<file path="src/rtl/serial_adder_ctrl_if.sv">
// Start/busy/done handshake and operand/result bus for serial_adder_ctrl.
// Port sub exists only when SERIAL_ADDER_SUB_EN is defined.
interface serial_adder_ctrl_if #(
    parameter int WIDTH = 8
);
    logic             start;
    logic [WIDTH-1:0] A;
    logic [WIDTH-1:0] B;
`ifdef SERIAL_ADDER_SUB_EN
    logic             sub;
`endif
    logic             busy;
    logic             done;
    logic [WIDTH-1:0] SUM;
    logic             COUT;

`ifdef SERIAL_ADDER_SUB_EN
    modport master (
        output start, A, B, sub,
        input  busy, done, SUM, COUT
    );
    modport slave (
        input  start, A, B, sub,
        output busy, done, SUM, COUT
    );
`else
    modport master (
        output start, A, B,
        input  busy, done, SUM, COUT
    );
    modport slave (
        input  start, A, B,
        output busy, done, SUM, COUT
    );
`endif
endinterface

</file>
<file path="src/rtl/serial_adder_ctrl.sv">
// Bit-serial adder: one full-adder slice reused WIDTH cycles, LSB first.
// Define SERIAL_ADDER_SUB_EN to add a sub input (A-B via ~B and carry-in 1).
module serial_adder_ctrl #(
    parameter int WIDTH = 8
) (
    input  logic               clk,
    input  logic               rst,
    serial_adder_ctrl_if.slave bus
);
    localparam int CW = $clog2(WIDTH);

    typedef enum logic [1:0] {
        IDLE,
        RUN,
        DONE
    } state_t;

    state_t           state_q;
    state_t           state_d;
    logic             load;
    logic             shift;
    logic             last;

    logic [WIDTH-1:0] sh_a;
    logic [WIDTH-1:0] sh_b;
    logic [WIDTH-1:0] sum_q;
    logic [CW-1:0]    cnt;
    logic             carry;
    logic             cout_q;

    logic             s1;
    logic             c1;
    logic             s;
    logic             c2;
    logic             carry_d;

    // Two cascaded half adders form the shared full-adder slice
    assign s1      = sh_a[0] ^ sh_b[0];
    assign c1      = sh_a[0] & sh_b[0];
    assign s       = s1 ^ carry;
    assign c2      = s1 & carry;
    assign carry_d = c1 | c2;

    assign last = (cnt == CW'(WIDTH - 1));

    always_ff @(posedge clk) begin
        if (rst) begin
            state_q <= IDLE;
        end else begin
            state_q <= state_d;
        end
    end

    always_comb begin
        state_d = state_q;
        load    = 1'b0;
        shift   = 1'b0;
        unique case (state_q)
            IDLE: begin
                if (bus.start) begin
                    load    = 1'b1;
                    state_d = RUN;
                end
            end
            RUN: begin
                shift = 1'b1;
                if (last) begin
                    state_d = DONE;
                end
            end
            DONE: begin
                if (bus.start) begin
                    load    = 1'b1;
                    state_d = RUN;
                end else begin
                    state_d = IDLE;
                end
            end
            default: state_d = IDLE;
        endcase
    end

    always_ff @(posedge clk) begin
        if (rst) begin
            sh_a   <= '0;
            sh_b   <= '0;
            sum_q  <= '0;
            cnt    <= '0;
            carry  <= 1'b0;
            cout_q <= 1'b0;
        end else if (load) begin
            sh_a <= bus.A;
            cnt  <= '0;
`ifdef SERIAL_ADDER_SUB_EN
            sh_b  <= bus.sub ? ~bus.B : bus.B;
            carry <= bus.sub;
`else
            sh_b  <= bus.B;
            carry <= 1'b0;
`endif
        end else if (shift) begin
            sh_a  <= sh_a >> 1;
            sh_b  <= sh_b >> 1;
            sum_q <= {s, sum_q[WIDTH-1:1]};
            carry <= carry_d;
            cnt   <= cnt + 1'b1;
            if (last) begin
                cout_q <= carry_d;
            end
        end
    end

    assign bus.busy = (state_q == RUN);
    assign bus.done = (state_q == DONE);
    assign bus.SUM  = sum_q;
    assign bus.COUT = cout_q;
endmodule

</file>
<file path="src/flat_wrapper.sv">
// flat-port wrapper written by rule: the top's interface ports become plain ports
module serial_adder_ctrl_flat 
#(
    parameter int WIDTH = 8
)
  (clk, rst, bus_start, bus_A, bus_B, bus_busy, bus_done, bus_SUM, bus_COUT);
  serial_adder_ctrl_if #(.WIDTH(WIDTH)) bus_i ();
  input  logic clk;
  input  logic rst;
  input wire logic [$bits(bus_i.start)-1:0] bus_start;
  input wire logic [$bits(bus_i.A)-1:0] bus_A;
  input wire logic [$bits(bus_i.B)-1:0] bus_B;
  output wire logic [$bits(bus_i.busy)-1:0] bus_busy;
  output wire logic [$bits(bus_i.done)-1:0] bus_done;
  output wire logic [$bits(bus_i.SUM)-1:0] bus_SUM;
  output wire logic [$bits(bus_i.COUT)-1:0] bus_COUT;
  assign bus_i.start = bus_start;
  assign bus_i.A = bus_A;
  assign bus_i.B = bus_B;
  assign bus_busy = bus_i.busy;
  assign bus_done = bus_i.done;
  assign bus_SUM = bus_i.SUM;
  assign bus_COUT = bus_i.COUT;
  serial_adder_ctrl #(.WIDTH(WIDTH)) u_core (.clk(clk), .rst(rst), .bus(bus_i));
endmodule
</file>
<file path="config.mk">
export PLATFORM = sky130hd
export DESIGN_NAME = serial_adder_ctrl_flat
export DESIGN_NICKNAME = d
export VERILOG_FILES = /design/src/rtl/serial_adder_ctrl_if.sv /design/src/rtl/serial_adder_ctrl.sv /design/src/flat_wrapper.sv
export SDC_FILE = /design/constraint.sdc
export NUM_CORES = 1
export LEC_CHECK = 0
export BUFFER_PORTS_ARGS = -buffer_cell sky130_fd_sc_hd__buf_2
export CAP_MARGIN = 40
export CORE_MARGIN = 2
export CORE_UTILIZATION = 30
export CTS_BUF_LIST = sky130_fd_sc_hd__clkbuf_8 sky130_fd_sc_hd__clkbuf_16
export CTS_CLUSTER_SIZE = 25
export DETAILED_ROUTE_END_ITERATION = 7
export HOLD_SLACK_MARGIN = 0.03
export SLEW_MARGIN = 20
export SYNTH_ARGS = -nofsm -noshare
export SYNTH_HDL_FRONTEND = slang
export SYNTH_SLANG_ARGS = --single-unit
</file>
<file path="constraint.sdc">
create_clock -name clk -period 3.1 [get_ports clk]
set_clock_uncertainty 0.2 [all_clocks]
set_input_delay 0.62 -clock clk [delete_from_list [all_inputs] [get_ports clk]]
set_output_delay 0.62 -clock clk [all_outputs]
set_load 0.05 [all_outputs]
</file>
== After elaboration in Yosys (flattened, before gate mapping) ==
Cells that the tools add are included.

* Bitwise gates (word level): 6
* Equality and inequality tests: 5
* Add/subtract/negate cells: 1
* Multiplexer cells: 11
* Reduce and logical (&&, ||, !) cells: 7

{| class="wikitable"
|+ Operators by type and width
! operator !! count
|-
| two-way mux 8 bit || 4
|-
| one-hot mux 2 bit (3 select lines) || 1
|-
| two-way mux 1 bit || 4
|-
| two-way mux 2 bit || 2
|-
| AND reduction 2 bit || 2
|-
| OR reduction 2 bit || 2
|-
| adder 3 x 1 -> 3 bit, second input constant || 1
|-
| == test 3 bit, second input constant || 1
|-
| AND reduction 3 bit || 1
|-
| AND 1 bit || 2
|-
| == test 2 x 1 -> 1 bit, second input constant || 1
|-
| == test 2 bit, second input constant || 1
|-
| logical NOT 2 bit || 1
|-
| inequality test 2 x 1 -> 1 bit, second input constant || 1
|-
| inequality test 2 bit, second input constant || 1
|-
| nonzero test 2 bit || 1
|-
| bitwise XOR 1 bit || 2
|-
| NOT 1 bit || 1
|-
| OR 1 bit || 1
|}

* Output and inout port bits: 11
* Logic and storage cells: 37
* Bits of input ports: 19
* Bits in registers: 31

== Logic depth before layout (Yosys ltp) ==
Gate-level depths: netlist (run 1).

* Word-level depth: 5
* Mapped depth: 7

== Worst setup path after synthesis (run 1) ==
No wires, ideal clock.

* Path kind: register to output
* Start point: reg u_core.state_q[1]
* End point: out bus_busy
* Slack: 1403 ps
* Data arrival time: 877 ps
* Required time: 2280 ps
* Cell stages (with the launch flop): 6
* Cell sequence: dfxtp_1 -> nand2b_1 -> buf_6 -> inv_6 -> buf_12 -> buf_12

* Cells in the longest elaborated chain, start to end: 1

{| class="wikitable"
|+ RTL lines
! item !! RTL line !! source
|-
| start, declared || serial_adder_ctrl.sv:18 || <nowiki>state_t state_q;</nowiki>
|-
| start signal, assigned || serial_adder_ctrl.sv:50 || <nowiki>state_q <= state_d;</nowiki>
|-
| == test 2 x 1 -> 1 bit || serial_adder_ctrl.sv:113 || <nowiki>assign bus.busy = (state_q == RUN);</nowiki>
|-
| end, declared || flat_wrapper.sv:13 || <nowiki>output wire logic [$bits(bus_i.busy)-1:0] bus_busy;</nowiki>
|}

No other way between the ends.

== Final worst setup path (run 1) ==
* Start point: reg u_core.state_q[0]
* End point: out bus_busy

The elaborated chain is that of the path after synthesis.

==> run_results.csv, run 1 <==
group,metric,value,unit
routing,drt_iter0_drc,107,
final_layout,num-fill-cells,476,
die,fp-row-count,24,
cts,cts_tree,"done",
final_layout,drive_gt1_frac,0.345,
sta,setup_viol,0,
critical_path,reg2reg_from,"u_core.state_q[0]",
hold_path,hp-class,"reg -> reg",
sta,hold_viol_final,0,
sta,worst_pin_slew,717,ps
cts,clockBufferDepth,2,
sta,setup_tns,0,ps
power_and_ir_drop,powerDensity,565,mW/mm^2
place,portBuffers,29,
synthesis,syn_nets,165,
critical_path,critPathLaunch,"u_core.state_q[0]",
outcome,status,"complete, no violations",
grt,grt_pass1_wl,4.67,mm
critical_path,crit_path_end_kind,"primary output",
sta,rsz0062_at_grt,"false",
grt,grt_max_degree,30,
routing,first_pass_iters,4,
critical_path,critical_path.max_fanout,29,
grt,antenna_found_initial,0,
cts,hold_buffers,0,
sta,fin_hold_ws,265,ps
sta,slew_viol_final,0,
synthesis,synth.area.top_cells,"dfxtp_1 (46%), nor3_1 (8.2%), a21oi_2 (5.2%)",
synthesis,yosysWarnings,0,
power_and_ir_drop,peakVddDrop,246,uV
cts,post_cts_buffers,0,
sta,min_period,2200,ps
cts,cts_resized,0,
synthesis,ys_seq_area_frac,0.464,
synthesis,ys_ff_latch,31,
final_layout,nets,190,
cts,clock_latency,280,ps
cts,clk_pin_slew,60,ps
grt,grt_overflow,0,
run,cap_violations,0,
sta,clock.fmax,454,MHz
grt,track_usage,0.118,
routing,vias,1070,
cts,clock_sinks,31,
synthesis,ys_types,28,
cts,cts_inserted_buffers,5,
routing,ant_nets,0,
critical_path,critical_path.startpoint_type,"register",
place,place.gp.congestion,0.715,
critical_path,required,2280,ps
cts,h-tree-depth,2,
sta,max_slew_margin,0.522,
critical_path,crit_chain,"nand2b_1 > inv_6 > buf_2",
critical_path,timing.rr.end,"u_core.cnt[1]",
die,core,0.00432,sq mm
cts,clockRootBuffer,"clkbuf_8",
die,num_io_pins,30,
routing,wl_per_cell,12.3,um
final_layout,area_growth,14.7,%
sta,period_share,0.711,
critical_path,criticalPathCategory,"reg -> out",
synthesis,synthCells,143,
critical_path,r2r_slack,1410,ps
die,dieArea,0.00500,sq mm
grt,first_global_vias,1017,
critical_path,max_stage_delay,390,ps
place,place_hpwl,1.70,mm
die,fp.dieW,70.7,um
power_and_ir_drop,power_leakage,0.000603,uW
synthesis,syn_area,0.00134,sq mm
final_layout,antennaDiodeCount,0,
synthesis,avgSynthCellArea,9.34,sq um
hold_path,hold_path_depth,2,
power_and_ir_drop,power,866,uW
synthesis,synth_area_leader_cell,"dfxtp_1",
critical_path,worst_r2r_path_depth,3,
die,fp.dieH,70.7,um
routing,vias_per_cell,4.86,
critical_path,crit_slowest_cell,"dfxtp_1",
routing,wirelength,2.71,mm
routing,drc,0,
critical_path,crit_end,"bus_busy",
die,start_util,0.309,
synthesis,synth_top_area_share,0.464,
critical_path,crit_arrival,1380,ps
==> critical path: cells and delay by family, from the launching register on <==
family                 cells  cell delay, ps
and+or+nand+nor            1             150
buffers and inverters      2             560
DFF                        1             390
==> metrics by stage <==
stage / cells / instance area [sq um] / worst slack (ps) / util
final: 220 / 1530 / 897 / 0.354
after global routing: 220 / 1530 / 783 / 0.354
after CTS: 220 / 1530 / 874 / 0.354
after detailed placement: 213 / 1450 / 1130 / 0.334
after global placement: 213 / 1450 / 1140 / 0.334
after floorplan: 143 / 1340 / 1400 / -
==> metal layers <==
metal / vias to the layer above / wire length, um / track usage / share of wire
met3: 4 / 170 / 0.0442 / 0.063
li1: 545 / - / - / -
met4: 0 / 49 / 0.0629 / 0.018
met1: 488 / 1390 / 0.159 / 0.51
met2: 33 / 1100 / 0.163 / 0.41
met5: - / 0 / 0 / 0
==> worst min path at each step <==
stage                               start         endpoint  slack (ps)
after floorplan            u_core.sh_b[6]   u_core.sh_b[6]         250
after global placement    u_core.bus.COUT  u_core.bus.COUT         260
after detailed placement  u_core.bus.COUT  u_core.bus.COUT         260
after CTS                 u_core.bus.COUT  u_core.bus.COUT         270
after global routing        u_core.cnt[1]    u_core.cnt[1]         290
final                     u_core.bus.COUT  u_core.bus.COUT         260
==> cells in the mapped netlist <==
cell type and instances:
and2b_1 1, a21oi_2 8, nand2_1 17, ha_1 2, nor3_1 22, o21a_1 1
buf_4 4, a311oi_2 1, clkbuf_1 1, a21oi_1 7, nor2_1 4, buf_12 2
nand3_1 4, dfxtp_1 31, buf_6 2, xnor2_1 1, nand2_2 9, fa_1 1
a22oi_1 2, clkbuf_2 1, nand3b_1 1, nor3_2 1, buf_2 3, inv_6 1
nor2b_1 1, o22ai_1 11, mux2i_1 1, nand2b_1 3
==> cells in the final DEF (no fill, tap or decap), drive strengths merged, types with 2 or more instances in the layout <==
cell | netlist | routed
clkbuf | 2 | 6
nor3 | 23 | 23
nand3 | 4 | 4
a22oi | 2 | 2
nand2b | 3 | 3
buf | 11 | 31
ha | 2 | 2
nor2 | 4 | 4
nand2 | 26 | 26
o22ai | 11 | 11
a21oi | 15 | 15
dfxtp | 31 | 31
==> report_power, final <==
| group | total (uW) | internal, uW | switching, uW |
|---|---|---|---|
| clock | 316 | 174 | 142 |
| combinational | 115 | 43.3 | 71.9 |
| sequential | 435 | 422 | 13.5 |
| total | 866 | 639 | 228 |
==> state kept, by name, indices dropped and copies added (netlist names) <==
name and flops:
u_core.sh_a 8, u_core.cnt 3, u_core.carry 1, u_core.sh_b 8
u_core.bus.COUT 1, u_core.bus.SUM 8, u_core.state_q 2
==> layout make-up <==
cell class              instances  area [sq um]  share of cell area
multi-input cells              98           591               0.385
repair buffers                 31           160               0.104
well taps                      52          65.1              0.0424
clock inverters                 1          5.00             0.00327
clock buffers                   6          82.6              0.0539
flip-flops and latches         31           621               0.405
inverters                       1          8.76             0.00571
==> cell families after synthesis <==
| family | synth area share |
|---|---|
| DFF | 0.464 |
| adders and majority gates | 0.0337 |
| AOI/OAI and AO/OA | 0.158 |
| buffers and inverters | 0.0936 |
| and+or+nand+nor | 0.236 |
| muxes | 0.00749 |
| xor gates and xnor gates | 0.00656 |
Power figures use the tool's default switching activity.
==> inputs of run 2 (changes only) <==
==> constraint.sdc (replaced) <==
create_clock -name clk -period 1.8 [get_ports clk]
set_clock_uncertainty 0.2 [all_clocks]
set_input_delay 0.36 -clock clk [delete_from_list [all_inputs] [get_ports clk]]
set_output_delay 0.36 -clock clk [all_outputs]
set_load 0.05 [all_outputs]
==> run_results.csv, run 2 (synthesis results as in run 1) <==
group,metric,value,unit
outcome,status,"complete, no violations",
sta,max_slew_margin,0.780,
sta,rsz0062_at_grt,"false",
die,fp.dieW,70.7,um
cts,clockRootBuffer,"clkbuf_8",
cts,cts_tree,"done",
critical_path,crit_path_end_kind,"primary output",
cts,h-tree-depth,2,
hold_path,hold_path_depth,3,
critical_path,critical_path.startpoint_type,"register",
critical_path,crit_arrival,1130,ps
final_layout,area_growth,17.1,%
grt,grt_pass1_wl,4.68,mm
critical_path,reg2reg_from,"u_core.state_q[1]",
power_and_ir_drop,power_leakage,0.000620,uW
critical_path,critical_path.max_fanout,3,
cts,hold_buffers,0,
sta,min_period,1690,ps
cts,clockBufferDepth,2,
hold_path,min_to,"u_core.sh_b[7]",
routing,vias,1033,
final_layout,drive_gt1_frac,0.357,
die,start_util,0.309,
hold_path,hp-class,"in -> reg",
hold_path,worstHoldStart,"bus_B[7]",
grt,antenna_found_initial,0,
final_layout,final_cells,223,
cts,clock_sinks,31,
sta,worst_pin_slew,330,ps
place,portBuffers,29,
cts,cts_resized,0,
sta,setup_tns,0,ps
die,dieArea,0.00500,sq mm
routing,wl_per_cell,12.1,um
die,fp.dieH,70.7,um
critical_path,crit_chain,"nand2b_2 > inv_6 > clkbuf_4",
sta,fin_hold_ws,130,ps
power_and_ir_drop,peakVddDrop,491,uV
grt,track_usage,0.117,
critical_path,max_stage_delay,320,ps
critical_path,critPathLaunch,"u_core.state_q[1]",
sta,slew_viol_final,0,
final_layout,nets,194,
critical_path,required,1240,ps
routing,wirelength,2.69,mm
critical_path,crit_slowest_cell,"dfxtp_1",
power_and_ir_drop,power,1450,uW
routing,ant_nets,0,
place,dp_cells,217,
run,cap_violations,0,
critical_path,timing.rr.end,"u_core.sh_a[6]",
cts,post_cts_buffers,0,
die,core,0.00432,sq mm
critical_path,worst_r2r_path_depth,5,
routing,drt_iter0_drc,42,
grt,grt_overflow,0,
critical_path,criticalPathCategory,"reg -> out",
sta,period_share,0.939,
place,place_hpwl,1.79,mm
critical_path,r2r_slack,390,ps
sta,clock.fmax,592,MHz
die,num_io_pins,30,
cts,clk_pin_slew,60,ps
final_layout,num-fill-cells,467,
final_layout,layout_common_cells,"dfxtp_1 (31), buf_2 (28), nor3_1 (22)",
routing,drc,0,
cts,cts_inserted_buffers,5,
routing,vias_per_cell,4.63,
place,place.gp.congestion,0.679,
grt,grt_max_degree,29,
routing,first_pass_iters,2,
sta,hold_viol_final,0,
die,fp-row-count,24,
grt,first_global_vias,993,
sta,setup_viol,0,
power_and_ir_drop,powerDensity,926,mW/mm^2
final_layout,antennaDiodeCount,0,
final_layout,final_common_cell,"dfxtp_1",
cts,clock_latency,280,ps
==> run 2: power by group <==
group / leakage [uW] / switching [uW] / total [uW] / internal (uW)
logic: 0.000325 / 124 / 213 / 88.9
registers: 0.000254 / 23.4 / 750 / 727
clock network: 0.0000413 / 235 / 486 / 251
==> run 2: worst max-delay path: cells and delay by family, from the launching register on <==
kind                   cells  cell delay (ps)
and+or+nand+nor            1              230
buffers and inverters      2              300
DFF                        1              320
==> run 2: worst max-delay path by stage <==
stage                                 to  slack, ps
final                           bus_busy        110
after global routing            bus_busy         60
after CTS                       bus_busy         20
after floorplan                 bus_busy        360
after global placement          bus_busy        350
after detailed placement  u_core.sh_a[6]        320
==> run 2: area by class of cell <==
type / count / area, sq um / share of cell area
multi-input cells: 98 / 593 / 0.379
inverters: 1 / 8.76 / 0.00560
well taps: 52 / 65.1 / 0.0416
clock buffers: 5 / 68.8 / 0.0440
flip-flops and latches: 31 / 621 / 0.396
repair buffers: 35 / 205 / 0.131
clock inverters: 1 / 3.75 / 0.00240
==> run 2: layer usage <==
metal  up-vias  global-route usage  share of wire
li1        551                   -              -
met4         0              0.0566              0
met1       456               0.165           0.53
met5         -                   0              0
met3         0              0.0399          0.056
met2        26               0.160           0.41
==> run 2: stage by stage <==
step | instance area [sq um] | setup WS [ps] | util
floorplan | 1340 | 363 | -
finish | 1570 | 110 | 0.362
global placement | 1490 | 351 | 0.344
CTS | 1560 | 22.2 | 0.361
detailed placement | 1490 | 316 | 0.344
global route | 1570 | 58.6 | 0.362
